**config.mk**
```make
export PLATFORM = sky130hd
export DESIGN_NAME = ysyx_22040759_rf_warb
export DESIGN_NICKNAME = d
export VERILOG_FILES = /design/src/rtl/ysyx_22040759_rf_warb_pkg.sv /design/src/rtl/ysyx_22040759_rf_wfifo.sv /design/src/rtl/ysyx_22040759_rf_warb.sv
export SDC_FILE = /design/constraint.sdc
export NUM_CORES = 1
export LEC_CHECK = 0
export ABC_AREA = 1
export CELL_PAD_IN_SITES_DETAIL_PLACEMENT = 1
export CELL_PAD_IN_SITES_GLOBAL_PLACEMENT = 1
export CORE_ASPECT_RATIO = 1.2
export CORE_MARGIN = 2
export CORE_UTILIZATION = 37
export CTS_BUF_LIST = sky130_fd_sc_hd__clkbuf_8
export CTS_CLUSTER_SIZE = 10
export DETAILED_ROUTE_END_ITERATION = 8
export GPL_TIMING_DRIVEN = 0
export MAX_ROUTING_LAYER = met4
export PLACE_DENSITY_LB_ADDON = 0.1
export SYNTH_ARGS = -nofsm -noshare
export SYNTH_HDL_FRONTEND = slang
export SYNTH_HIERARCHICAL = 1
export SYNTH_SLANG_ARGS = --single-unit
export TNS_END_PERCENT = 50
```
**constraint.sdc**
```tcl
create_clock -name clk -period 7.5 [get_ports clk]
set_input_delay 1.125 -clock clk [delete_from_list [all_inputs] [get_ports clk]]
set_output_delay 1.125 -clock clk [all_outputs]
set_load 0.02 [all_outputs]
```
**src/rtl/ysyx_22040759_rf_warb_pkg.sv**
```systemverilog
`default_nettype none
// ----------------------------------------------------------------------------
// ysyx_22040759_rf_warb_pkg : shared widths, defaults and write-port selects
// Revision : 1.0
// ----------------------------------------------------------------------------
package ysyx_22040759_rf_warb_pkg;

  localparam int c_xlen           = 64;
  localparam int c_reg_aw         = 5;
  localparam int c_depth_def      = 2;
  localparam int c_starve_max_def = 4;

  typedef enum logic [1:0] {
    c_wreg_none = 2'd0,
    c_wreg_wb   = 2'd1,
    c_wreg_mdu  = 2'd2
  } wreg_sel_e;

endpackage
`default_nettype wire

```
**src/rtl/ysyx_22040759_rf_wfifo.sv**
```systemverilog
`default_nettype none
// ----------------------------------------------------------------------------
// ysyx_22040759_rf_wfifo : DEPTH x (addr+data) circular FIFO with per-entry view
// Revision : 1.0
// ----------------------------------------------------------------------------
module ysyx_22040759_rf_wfifo #(
  parameter int DEPTH = 2,
  parameter int AW    = 5,
  parameter int DW    = 64
) (
  input  logic                  clk,
  input  logic                  rst,
  input  logic                  i_push,
  input  logic [AW-1:0]         i_waddr,
  input  logic [DW-1:0]         i_wdata,
  input  logic                  i_pop,
  output logic                  o_full,
  output logic                  o_empty,
  output logic [AW-1:0]         o_head_addr,
  output logic [DW-1:0]         o_head_data,
  output logic [DEPTH-1:0]      o_vld,
  output logic [DEPTH*AW-1:0]   o_addr
);

  localparam int c_pw = $clog2(DEPTH);
  localparam logic [c_pw:0] c_full_cnt = (c_pw+1)'(DEPTH);

  logic [c_pw-1:0]  r_head;
  logic [c_pw-1:0]  r_tail;
  logic [c_pw:0]    r_count;
  logic [DEPTH-1:0] r_vld;
  logic [AW-1:0]    r_addr [DEPTH];
  logic [DW-1:0]    r_data [DEPTH];

  logic w_push;
  logic w_pop;

  assign o_full  = (r_count == c_full_cnt);
  assign o_empty = (r_count == '0);
  assign w_push  = i_push && !o_full;
  assign w_pop   = i_pop && !o_empty;

  always_ff @(posedge clk or posedge rst) begin
    if (rst) begin
      r_head  <= '0;
      r_tail  <= '0;
      r_count <= '0;
      r_vld   <= '0;
    end else begin
      // push and pop never address the same slot: push needs !full, pop needs !empty
      if (w_push) begin
        r_tail        <= r_tail + c_pw'(1);
        r_vld[r_tail] <= 1'b1;
      end
      if (w_pop) begin
        r_head        <= r_head + c_pw'(1);
        r_vld[r_head] <= 1'b0;
      end
      case ({w_push, w_pop})
        2'b10:   r_count <= r_count + (c_pw+1)'(1);
        2'b01:   r_count <= r_count - (c_pw+1)'(1);
        default: ;
      endcase
    end
  end

  always_ff @(posedge clk) begin
    if (w_push) begin
      r_addr[r_tail] <= i_waddr;
      r_data[r_tail] <= i_wdata;
    end
  end

  assign o_head_addr = r_addr[r_head];
  assign o_head_data = r_data[r_head];
  assign o_vld       = r_vld;

  for (genvar i = 0; i < DEPTH; i++) begin : g_addr_flat
    assign o_addr[i*AW +: AW] = r_addr[i];
  end

endmodule
`default_nettype wire

```
**src/rtl/ysyx_22040759_rf_warb.sv**
```systemverilog
`default_nettype none
// ----------------------------------------------------------------------------
// ysyx_22040759_rf_warb : shares the RF write port between WB and buffered MDU results
// Revision : 1.0
// ----------------------------------------------------------------------------
module ysyx_22040759_rf_warb
  import ysyx_22040759_rf_warb_pkg::*;
#(
  parameter int DEPTH      = c_depth_def,
  parameter int STARVE_MAX = c_starve_max_def,
  parameter int XLEN       = c_xlen
) (
  input  logic                clk,
  input  logic                rst,
  input  logic                wb_wen,
  input  logic [c_reg_aw-1:0] wb_waddr,
  input  logic [XLEN-1:0]     wb_wdata,
  output logic                wb_hold,
  input  logic                md_valid,
  output logic                md_ready,
  input  logic [c_reg_aw-1:0] md_waddr,
  input  logic [XLEN-1:0]     md_wdata,
  output logic                rf_wen,
  output logic [c_reg_aw-1:0] rf_waddr,
  output logic [XLEN-1:0]     rf_wdata,
  output logic [31:0]         pend_mask
);

  localparam int c_cw = $clog2(STARVE_MAX) + 1;
  localparam logic [c_cw-1:0] c_starve_sat = c_cw'(STARVE_MAX);

  logic                      w_full;
  logic                      w_empty;
  logic                      w_push;
  logic                      w_pop;
  logic [c_reg_aw-1:0]       w_head_addr;
  logic [XLEN-1:0]           w_head_data;
  logic [DEPTH-1:0]          w_vld;
  logic [DEPTH*c_reg_aw-1:0] w_addr;
  logic [c_cw-1:0]           r_starve;
  wreg_sel_e                 w_sel;

  // x0 results complete the handshake but are never buffered
  assign md_ready = !w_full;
  assign w_push   = md_valid && !w_full && (md_waddr != '0);
  assign wb_hold  = !w_empty && (r_starve == c_starve_sat);

  always_comb begin
    w_sel = c_wreg_none;
    if (wb_wen && !wb_hold) begin
      w_sel = c_wreg_wb;
    end else if (!w_empty) begin
      w_sel = c_wreg_mdu;
    end
  end

  assign w_pop    = (w_sel == c_wreg_mdu);
  assign rf_wen   = (w_sel != c_wreg_none);
  assign rf_waddr = w_pop ? w_head_addr : wb_waddr;
  assign rf_wdata = w_pop ? w_head_data : wb_wdata;

  always_ff @(posedge clk or posedge rst) begin
    if (rst) begin
      r_starve <= '0;
    end else if (w_pop || w_empty) begin
      r_starve <= '0;
    end else if (r_starve != c_starve_sat) begin
      r_starve <= r_starve + c_cw'(1);
    end
  end

  always_comb begin
    pend_mask = '0;
    for (int i = 0; i < DEPTH; i++) begin
      if (w_vld[i]) pend_mask[w_addr[i*c_reg_aw +: c_reg_aw]] = 1'b1;
    end
  end

  ysyx_22040759_rf_wfifo #(
    .DEPTH (DEPTH),
    .AW    (c_reg_aw),
    .DW    (XLEN)
  ) u_wfifo (
    .clk         (clk),
    .rst         (rst),
    .i_push      (w_push),
    .i_waddr     (md_waddr),
    .i_wdata     (md_wdata),
    .i_pop       (w_pop),
    .o_full      (w_full),
    .o_empty     (w_empty),
    .o_head_addr (w_head_addr),
    .o_head_data (w_head_data),
    .o_vld       (w_vld),
    .o_addr      (w_addr)
  );

endmodule
`default_nettype wire

```
Yosys cells after proc, flatten, opt, wreduce, memory -nomap -nowiden
Memory sizes are Yosys's and may differ from the RTL's.
Index checks and enable logic that the tools add are counted.
Operators by class
  add/sub/neg operators: 5
  order comparisons: 8
  equal/unequal tests: 6
  multiplexer cells: 21
  bitwise gates (word level): 4
  reductions and logical operators: 19
Operator list (count)
  $mux W32: 2
  $mux W64: 1
  $or A32 B32 Y32: 1
  $lt A5 B6 Y1 const B: 2
  $demux W1 S5: 2
  $ge A5 B1 Y1 const B: 2
  $logic_and A1 B1 Y1: 10
  $mux W2: 4
  $eq A2 B2 Y1 const B: 3
  $mux W1: 6
  $mux W3: 2
  $reduce_bool A2 Y1: 3
  $mux W5: 1
  $reduce_bool A5 Y1: 1
  $lt A1 B2 Y1 const B: 2
  $pmux W2 S2: 1
  $add A3 B1 Y3 const B: 1
  $eq A3 B3 Y1 const B: 1
  $logic_not A1 Y1: 3
  $ne A3 B3 Y1 const B: 1
  $add A1 B1 Y1 const B: 2
  $add A2 B1 Y2 const B: 1
  $and A2 B2 Y2: 1
  $demux W1 S1: 2
  7 further kinds: 8
Storage, ports and cells
  flip-flop bits (word level): 9
  memory bits (writable): 138
  output and inout bits: 104
  memories: 2
Memory list
  u_wfifo.r_data: depth 2, width 64, read ports 1, clocked after Yosys merged registers in 0, wr ports 1, RTL line ysyx_22040759_rf_wfifo.sv:33  | logic [DW-1:0] r_data [DEPTH];
  u_wfifo.r_addr: depth 2, width 5, read ports 3, clocked after Yosys merged registers in 0, wr ports 1, RTL line ysyx_22040759_rf_wfifo.sv:32  | logic [AW-1:0] r_addr [DEPTH];

Longest topological paths before layout
  depth after elaboration: 10
  mapped depth: 14
  gate-level depth less buffers: 14

Hierarchy
Netlist, hierarchy kept.
By module, submodules not included
  ysyx_22040759_rf_wfifo: times used 1, cells an instance 406, area each 5348.9 um^2, seq. area each 4294.1 um^2
  ysyx_22040759_rf_warb: times used 1, cells an instance 381, area each 1611.5 um^2, seq. area each 75.1 um^2

Worst setup path after synthesis
No wires, ideal clock.
  kind: input port to flip-flop
  start: input md_valid
  end: memory u_wfifo.r_addr[0][0] (enable)
  library setup time: 423 ps
  data arrival time: 2852 ps
  setup slack: 4225 ps
  cell stages on the path: 5
  path buffers: 0
  cells stage by stage: nand2_1 o21bai_1 inv_1 nand3_1 inv_1
On the way
  word-level cells in the longest chain between the ends: 5
Ends and longest elaborated chain
  start: declaration: RTL line ysyx_22040759_rf_warb.sv:19  | input logic md_valid,
  $logic_and A1 B1 Y1 (2 in a row): RTL line ysyx_22040759_rf_warb.sv:45  | assign w_push = md_valid && !w_full && (md_waddr != '0);
  net w_push: RTL line ysyx_22040759_rf_warb.sv:34  | logic w_push;
  $logic_and A1 B1 Y1: RTL line ysyx_22040759_rf_wfifo.sv:40  | assign w_push = i_push && !o_full;
  $mux W1: RTL line ysyx_22040759_rf_wfifo.sv:68  | if (w_push) begin
  $mux W1 (implied by the code): RTL line ysyx_22040759_rf_wfifo.sv:69  | r_addr[r_tail] <= i_waddr;
  end: declaration: RTL line ysyx_22040759_rf_wfifo.sv:32
The timed path passes the listed nets, and every way through them passes these cells.

Worst setup path after layout
  start: input wb_wen
  end: output rf_wdata[50]
On the way
  word-level cells in the longest chain between the ends: 4
Ends and longest elaborated chain
  start: declaration: RTL line ysyx_22040759_rf_warb.sv:15  | input logic wb_wen,
  $logic_and A1 B1 Y1: RTL line ysyx_22040759_rf_warb.sv:50  | if (wb_wen && !wb_hold) begin
  $mux W2: RTL line ysyx_22040759_rf_warb.sv:50
  $eq A2 B2 Y1: RTL line ysyx_22040759_rf_warb.sv:57  | assign w_pop = (w_sel == c_wreg_mdu);
  $mux W64: RTL line ysyx_22040759_rf_warb.sv:60  | assign rf_wdata = w_pop ? w_head_data : wb_wdata;
  end: declaration: RTL line ysyx_22040759_rf_warb.sv:25  | output logic [XLEN-1:0] rf_wdata,
No other way between the ends.

==> results.md <==
- Mapped cell area: 0.00696 mm2
- Core footprint: 0.0183 mm2
- Top cells by area, synth: edfxtp_1, nand2_1, dfrtp_1
- Reg power frac: 34.4%
- DR pass1 iterations: 4
- CTS clk-pin slew, worst paths: 0.08 ns
- Clk_skew: 0.00750 ns
- Area Overhead vs Synth: 46.4%
- Hold Vio Cnt, Final: 0
- Min-delay src: r_starve[0]
- DRC viols: 0
- I/O Pins: 246
- Top cell type's share of synthesized area: 59.5%
- Die Y: 154 um
- Yosys warnings: 6
- Final setup TNS: 0 ns
- Worst reg2reg path startpoint: r_starve[0]
- Layout cells sized above 1: 6.76%
- Final Max Slew Viols: 0
- Pre-CTS WS: 3.02 ns
- Initial antenna violation count: 0
- Crit Path Max Fanout: 10
- Slew HR: 26.2%
- Hold-fix buffers, CTS: 0
- Post-CTS Setup Bufs: 0
- PortBufs: 245
- Initial drt markers: 204
- Vias in the first global route: 6597
- Ys async rst share: 6.12%
- Synth area leader: edfxtp_1
- Worst r2r path cells: 12
- Mapped Nets: 932
- Antenna viol nets, final: 0
- Worst path arrival time: 3.34 ns
- WHS Path Cells: 1
- Clock Power Share: 18.6%
- Final nets: 1198
- Min cycle time layout: 4.46 ns
- Die Wd: 129 um
- Post-synthesis sequential area ratio: 62.8%
- TritonCTS buffer count: 17
- Switching Fraction: 40.0%
- Pwr/cell area: 339 mW/mm2
- Critical path class: in -> out
- Clock Latency Late Sink: 0.45 ns
- Total GRT Usage: 22.4%
- H-tree level count: 4
- Max Clk Rate: 224 MHz
- Status: finished clean
- Post-synth cell types: 24
- Routed Wire Length: 20800 um
- Diode count: 0
- Switching power: 1380 uW
- Post-layout util: 55.7%
- Final setup fails: 0
- Crit share post-route: 59.5%
- Endpoint class of the critical path: primary output
- GRT overflow: 0
- Largest net degree at the start of global routing: 60
- Maximum vdd drop: 0.000180 V
- Pint: 2080 uW
- Comb power frac: 47.0%
- Commonest cells in the netlist: nand2_1, edfxtp_1, inv_1, buf_2, nor3_1
- Post-synth EDFFs: 138
- CTS root buffer: clkbuf_8
- Pwr Total: 3460 uW
- Resized Gates After CTS: 0
- Top_reg_cell synth: edfxtp_1
- Site Rows: 54
- Worst Slack Setup Final: 3.04 ns
- Critical Path Source: wb_wen
- Post-Synthesis Cells: 787
- Mean Syn Cell Area: 8.84 um2
- Post-DP HPWL: 15700 um
- Longest Clk Path Bufs: 2
- Crit path launch type: input port
- Unrepaired setup endpoints after global routing: false
- Min-Delay Path Class: reg -> reg
- Max Cap Viol: 0
- Global-route wire length before repair: 32900 um
- Routed WL per cell: 15.8 um
- #FFs+latches synth: 147
- CP required: 6.38 ns
- Tightest Pin Transition: 1.10 ns
- CTS sink count: 147
- Initial Utilization: 38.0%
- Die area: 0.0199 mm2
- Gpl congestion: 0.826
- Avg Vias per Cell: 4.68
- CTS tree: built
- Via count: 6166
- Top-count cell post-synth: nand2_1
- P_leak: 0.00445 uW
flip-flops by register name, indices dropped and copies added, names as in the netlist:
| name | cells |
|---|---|
| u_wfifo/r_tail | 1 |
| u_wfifo/r_count | 2 |
| u_wfifo/r_data | 128 |
| u_wfifo/o_vld | 2 |
| u_wfifo/r_head | 1 |
| r_starve | 3 |
| u_wfifo/r_addr | 10 |
per-layer routing:
metal  GRT usage, %  vias up  part of all wire [%]  wire length, um
met1           23.6     2926                    38             7990
met3           5.43       31                   5.1             1050
met2           40.6      178                    54            11300
met4           7.09        0                   2.1              437
li1               -     3031                     -                -
met5              -        -                     0                0
stage by stage:
step | hold slack (ns) | cells | cell area (um2)
floorplan | 0.432 | 787 | 6960
global route | 0.511 | 1317 | 10200
CTS | 0.490 | 1317 | 10200
finish | 0.489 | 1317 | 10200
detailed placement | 0.480 | 1286 | 9780
global placement | 0.456 | 1284 | 9730
final cells by class:
class,instances,area [um2]
fill,2134,8120
sequential,147,4370
timing repair buffer,247,2500
multi-input combinational,576,2280
tap,252,315
clock buffer,17,234
buffer,30,181
clock inverter,14,179
inverter,34,135
cell families (layout without fill, tap and decap cells):
group | Yosys count | in the layout | synth area share, %
flops | 147 | 147 | 62.8
fa+ha+maj | 3 | 3 | 0.539
buf+inv | 64 | 342 | 4.48
compound gates | 4 | 4 | 0.413
simple gates | 567 | 567 | 31.5
xor+xnor | 2 | 2 | 0.252
power groups by stage:
stage / clock network (uW) / registers, uW / logic [uW]
2_1_floorplan: 0 / 1200 / 928
3_3_place_gp: 0 / 1220 / 1580
3_5_place_dp: 0 / 1210 / 1650
4_1_cts: 659 / 1190 / 1660
5_1_grt: 695 / 1210 / 1800
6_report: 643 / 1190 / 1630
critical path, stage by stage:
cell and delay, ns:
clkdlybuf4s50_1 0.56, a21o_1 0.14, buf_2 0.17, clkbuf_1 0.49, nand2_1 0.10, nand2_1 0.11
clkdlybuf4s50_1 0.63
final timing paths:
check,to,slack [ns]
max in group asynchronous,u_wfifo/o_vld[0],6.34
min in group asynchronous,r_starve[0],0.87
worst min register to register,r_starve[0],0.49
worst max register to register,u_wfifo/r_count[1],5.21
worst max-delay path,rf_wdata[50],3.04
worst min-delay path,r_starve[0],0.49
cells in the final DEF, fill, tap and decap left out, drive strengths merged:
cell           count
edfxtp           138
dfrtp              9
nand4              1
o21ai              1
bufinv             3
buf               31
nor2               6
a21o               1
clkinv             2
ha                 3
clkdlybuf4s50    245
nor3              24
xnor2              2
clkbuf            18
clkinvlp           4
o21bai             1
nand3b             1
inv               39
nand3              5
a21oi              1
nand2            530
No activity file was read; power rests on OpenSTA's default activity.
